## src/rtl/wb_pipe_n.sv

```systemverilog
// wb_pipe_n: DEPTH-stage writeback pipeline between the memory-access stage
// and the register file. Carries {valid, addr, data} write requests, supports
// stall and flush, suppresses writes to x0, and answers NUM_Q forwarding
// queries with the youngest in-flight write to the queried register.
module wb_pipe_n #(
  parameter int unsigned DATA_W = 32,
  parameter int unsigned ADDR_W = 5,
  parameter int unsigned DEPTH  = 2,  // 1..4
  parameter int unsigned NUM_Q  = 2   // 1..4
) (
  input  logic                      clk,
  input  logic                      _rst,
  input  logic                      reg_w_en_in,
  input  logic [ADDR_W-1:0]         rd_addr_in,
  input  logic [DATA_W-1:0]         reg_data_in,
  input  logic                      stall,
  input  logic                      flush,
  output logic                      reg_w_en_out,
  output logic [ADDR_W-1:0]         rd_addr_out,
  output logic [DATA_W-1:0]         reg_data_out,
  input  logic [NUM_Q*ADDR_W-1:0]   q_addr,
  output logic [NUM_Q-1:0]          q_hit,
  output logic [NUM_Q*DATA_W-1:0]   q_data,
  output logic                      busy
);

  // Stage 0 is youngest, stage DEPTH-1 is oldest and feeds the register file.
  logic [DEPTH-1:0]  s_v;
  logic [ADDR_W-1:0] s_addr [DEPTH];
  logic [DATA_W-1:0] s_data [DEPTH];

  logic in_v;
  assign in_v = reg_w_en_in & (rd_addr_in != '0);

  // Stage registers: flush kills valids (payload kept), stall holds, else shift.
  always_ff @(posedge clk or negedge _rst) begin
    if (!_rst) begin
      s_v <= '0;
      for (int unsigned k = 0; k < DEPTH; k++) begin
        s_addr[k] <= '0;
        s_data[k] <= '0;
      end
    end else if (flush) begin
      s_v <= '0;
    end else if (!stall) begin
      s_v[0]    <= in_v;
      s_addr[0] <= rd_addr_in;
      s_data[0] <= reg_data_in;
      for (int unsigned k = 1; k < DEPTH; k++) begin
        s_v[k]    <= s_v[k-1];
        s_addr[k] <= s_addr[k-1];
        s_data[k] <= s_data[k-1];
      end
    end
  end

  // A write retires only in a cycle where the oldest stage actually advances.
  assign reg_w_en_out = s_v[DEPTH-1] & ~stall & ~flush;
  assign rd_addr_out  = s_addr[DEPTH-1];
  assign reg_data_out = s_data[DEPTH-1];
  assign busy         = |s_v;

  // Forwarding lookup: scan oldest to youngest so the youngest match wins.
  always_comb begin
    q_hit  = '0;
    q_data = '0;
    for (int unsigned i = 0; i < NUM_Q; i++) begin
      for (int unsigned k = DEPTH; k > 0; k--) begin
        if (s_v[k-1] && (s_addr[k-1] == q_addr[i*ADDR_W +: ADDR_W]) &&
            (q_addr[i*ADDR_W +: ADDR_W] != '0)) begin
          q_hit[i]                    = 1'b1;
          q_data[i*DATA_W +: DATA_W]  = s_data[k-1];
        end
      end
    end
  end

endmodule

```

## config.mk

```make
export PLATFORM = sky130hd
export DESIGN_NAME = wb_pipe_n
export DESIGN_NICKNAME = d
export VERILOG_FILES = /design/src/rtl/wb_pipe_n.sv
export SDC_FILE = /design/constraint.sdc
export NUM_CORES = 1
export LEC_CHECK = 0
export ABC_AREA = 1
export CAP_MARGIN = 15
export CORE_MARGIN = 2
export CORE_UTILIZATION = 43
export CTS_BUF_LIST = sky130_fd_sc_hd__clkbuf_8
export DETAILED_ROUTE_END_ITERATION = 8
export PLACE_DENSITY = 0.8
export RECOVER_POWER = 50
export SYNTH_ARGS = -nofsm -noshare
export SYNTH_HDL_FRONTEND = slang
export SYNTH_SLANG_ARGS = --single-unit
```

## constraint.sdc

```tcl
create_clock -name clk -period 1.3 [get_ports clk]
set_input_delay 0.26 -clock clk [delete_from_list [all_inputs] [get_ports clk]]
set_output_delay 0.26 -clock clk [all_outputs]
set_load 0.03 [all_outputs]
```

---- Word level (Yosys, flattened, before mapping) ----
Index checks and enable logic that the tools add are counted.
word-level totals
  register bits ........................... 76
  output and inout port bits .............. 105
  logic and storage cells ................. 38
operators by class
  eq/ne operators ......................... 5
  muxes and demuxes ....................... 10
  bitwise gates (word level) .............. 5
  reductions and logical operators ........ 13
operator list
  cell                  number
  $mux W32              4
  $eq A5 B5 Y1          4
  $reduce_bool A5 Y1    3
  $logic_and A1 B1 Y1   8
  $mux W1               4
  $mux W2               2
  $and A1 B1 Y1         3
  $ne A2 B1 Y1 const B  1
  $not A1 Y1            2
  $reduce_and A2 Y1     1
  $reduce_or A2 Y1      1

---- Depth between registers and ports, before layout ----
  depth in word-level cells ............... 5
  depth in mapped cells ................... 10
  gate-level depth less buffers ........... 9

---- Worst setup path after synthesis ----
Ideal clock, no wire load.
  path kind ............................... reg-to-output
  from .................................... register s_addr (netlist bit rd_addr_out[0])
  to ...................................... output port q_hit[0]
  arrival time ............................ 1.372 ns
  required time ........................... 1.040 ns
  setup slack ............................. -0.332 ns
  cell stages (with the launch flop) ...... 7
  cell sequence ........................... dfrtp_1 -> inv_1 -> nand2_1 -> nand2_1 -> nor2_1 -> nand2_1 -> o21ai_0
on the way
  longest elaborated chain between the ends .. 5
ends and longest elaborated chain
  element                            RTL line  RTL
  start: declaration                 29        logic [ADDR_W-1:0] s_addr [DEPTH];
  start signal: indexed assignment   51        s_addr[k] <= s_addr[k-1];
  $eq A5 B5 Y1                       69        if (s_v[k-1] && (s_addr[k-1] == q_addr[i*ADDR_W +: ADDR_W]) &&
  $logic_and A1 B1 Y1 (2 in series)  69
  $mux W1 (2 in series)              69
  end: declaration                   22        output logic [NUM_Q-1:0] q_hit,
No other way between the ends.

---- Worst setup path after layout ----
  from .................................... register s_addr (netlist bit rd_addr_out[3])
  to ...................................... output port q_data[53]
on the way
  longest elaborated chain between the ends .. 5
ends and longest elaborated chain
  element                            RTL line  RTL
  $eq A5 B5 Y1                       69
  $logic_and A1 B1 Y1 (2 in series)  69
  $mux W32 (2 in series)             69
  end: declaration                   23        output logic [NUM_Q*DATA_W-1:0] q_data,
No other way between the ends.

==> results.toml <==
[outcome]
run_status = "complete, but fails checks"
violations = "negative setup slack"

[logic_synthesis]
synth_top_area_cell = "dfrtp_1"
ys.flop_type = "dfrtp_1"
synthArstFlopShare = 1.00
synthCells = 658
synthesis.area_sq_mm = 0.00455
yosysSeqAreaShare = 0.418
synth.top_cells.by_count = "241 x nand2_1, 133 x nand3_1, 76 x dfrtp_1"
synth_top_area_share = 0.418
ys_seq_elements = 76
postSynthAreaPerCell_sq_um = 6.91
ys_types = 20
ys_top_cells_by_area = "dfrtp_1 42%, nand2_1 20%, nand3_1 15%"
synth_edf_count = 0
syn_nets = 710
synth_most_common_cell = "nand2_1"
yosys_warnings = 0

[sta]
slew_headroom = 0.568
fmaxAchievable_mhz = 450
finalCritPeriodShare = 1.71
finalMaxSlewViolations = 0
worstMarginPinSlew_ns = 0.648
clock-skew-final_ns = 0.00858
setup_viol = 73
hold_slack_ns = 0.348
post-route-worst-setup-slack_ns = -0.924
final_hold_viol_count = 0
rsz0062_at_grt = "yes"
fin_crit_ns = 2.22

[critical_path]
critPathBufInv = 4
r2r_cells = 4
crit_path_start_kind = "flop"
endpoint_kind = "output pin"
crit_required_ns = 1.04
cpLargestDelayFamily = "simple AND/OR/NAND/NOR gates"
critPathMaxStageDelay_ns = 0.42
cp_data_arrival_time_ns = 1.96
cp_max_fo = 8
crit_slowest_cell = "dfrtp_1"
crit_chain = "inv_2 > nand2_2 > nand2_1 > nor2_1 > nand2_2 > nor2_4 > buf_12 > clkbuf_16 > nand3_1 > nand2_2 > buf_6"
cp.depth = 11
crit_top_cell = "nand2_2"
critical_path_class = "flop to output pin"

[placed_design]
place_congestion = 0.923
dp_hpwl_microns = 10200
io_buffer_count = 156
pre_cts_slack_ns = -0.859

[route]
firstDrtPassIters = 7
drc = 0
antenna_left = 0
dr_total_vias = 5154
viasPerCell = 5.41
drt-total-wl_microns = 15700
wl_per_cell_microns = 16.5
first_iter_violations = 395

[cts]
root_buffer = "clkbuf_8"
cts-buffers-inserted = 9
clk_latency_ns = 0.35
cts_sinks = 76
clk_pin_slew_ns = 0.08
clk_path_buf_depth = 2
cts_tree = "yes"
ctsHtreeMaxLevel = 3

[global_route]
grt_start_max_net_pins = 44
grt_pass1_vias = 4734
antenna_found_initial = 0
overflow = 0
gr-usage-all-layers = 0.255
grt_first_pass_wirelength_microns = 22900

[power]
fin_total_pwr_w = 0.00697
ir_drop_mv = 0.551
p_leak_nw = 3.60
p_per_area_mw_per_mm2 = 964

[finish]
nets = 864
n_antenna_cell = 0
layout-drive-gt1-share = 0.398
area_growth_pct = 59.0

[die]
ios = 157
die_w_microns = 107
start_util = 0.443
fp.dieH_microns = 107
die-area_sq_mm = 0.0114
std_cell_rows = 37
core-area_sq_mm = 0.0103

[hold_path]
min_path_cells = 3
holdCritPathClass = "input pin to flop"

[job]
maxCapViolations = 0
placed cells by master, fill, tap and decap left out:
cell               n
nand2_1          161
nand3_1          103
buf_6             83
nand2_2           79
dfrtp_1           70
buf_4             62
o21ai_0           52
clkdlybuf4s50_1   39
inv_1             36
nand3_2           26
inv_2             15
buf_12            13
nor2_1            12
clkbuf_8          10
dlygate4sd2_1      8
nor2_4             7
dfrtp_2            6
clkbuf_16          5
nand3_4            4
nand2_4            3
dlymetal6s2s_1     3
a21oi_1            2
nor2_2             2
buf_8              2
clkbuf_2           2
xnor2_2            1
xnor2_1            1
o21ai_2            1
o21ai_4            1
nor3_1             1
o22ai_1            1
bufinv_16          1
clkinv_2           1
dlygate4sd3_1      1
clkbuf_1           1
clkbuf_4           1
kinds of logic (layout without fill, tap and decap cells):
family | Yosys count | after routing | synth area share
buffers and inverters | 125 | 283 | 0.143
xor gates and xnor gates | 2 | 2 | 0.00385
DFF | 76 | 76 | 0.418
and+or+nand+nor | 398 | 398 | 0.372
AOI/OAI and AO/OA | 57 | 57 | 0.0630
worst min-delay path, cell delays in order:
cell           delay [ns]
dlygate4sd2_1        0.24
nand2_1              0.09
o21ai_0              0.07
power by group:
| part | internal (W) | total, W | switching [W] |
|---|---|---|---|
| Clock | 0.000906 | 0.00173 | 0.000823 |
| Sequential | 0.00271 | 0.00314 | 0.000432 |
| Combinational | 0.000873 | 0.00210 | 0.00123 |
state kept, by name, indices dropped and copies added (netlist names):
name,count
s_v,2
reg_data_out,32
s_addr,5
rd_addr_out,5
s_data,32
routing by layer:
metal / GRT usage / up-vias / wire, microns
met5: 0 / - / 0
met2: 0.426 / 300 / 7710
li1: - / 2366 / -
met4: 0.135 / 0 / 726
met3: 0.0377 / 67 / 1150
met1: 0.319 / 2421 / 6080
worst paths after layout:
path,from,end,slack (ns)
setup / recovery,rd_addr_out[3],q_data[53],-0.92
hold / removal,stall,s_v[0],0.35
setup reg to reg,rd_addr_out[3],rd_addr_out[3],0.29
hold reg to reg,s_data[40],s_data[40],0.54
max in group asynchronous,_rst,s_data[49],0.17
min in group asynchronous,_rst,reg_data_out[23],0.37
final cells by class:
class	count	area [sq um]
flip-flops and latches	76	1910
clock inverters	5	46.3
fillers	776	3040
inverters	48	180
repair buffers	220	2340
clock buffers	10	138
well taps	136	170
multi-input cells	457	2450
repair_timing:
item,CTS,global route
endpoints found under the hold margin,49,0
pin swaps,6,37
endpoints found under the setup margin,73,73
gates cloned,0,5
setup buffers,6,10
gates resized for setup,109,62
hold buffers,1,0
stage by stage:
step	setup TNS, ns	std cells	util	cell area (sq um)
after global routing	-63.91	952	0.704	7230
final	-56.83	952	0.704	7230
after CTS	-52.79	937	0.663	6810
after floorplan	-12.24	658	-	4760
after detailed placement	-65.92	917	0.607	6240
after global placement	-62.17	917	0.607	6240
Note: power is estimated with default switching activity, not from simulation.
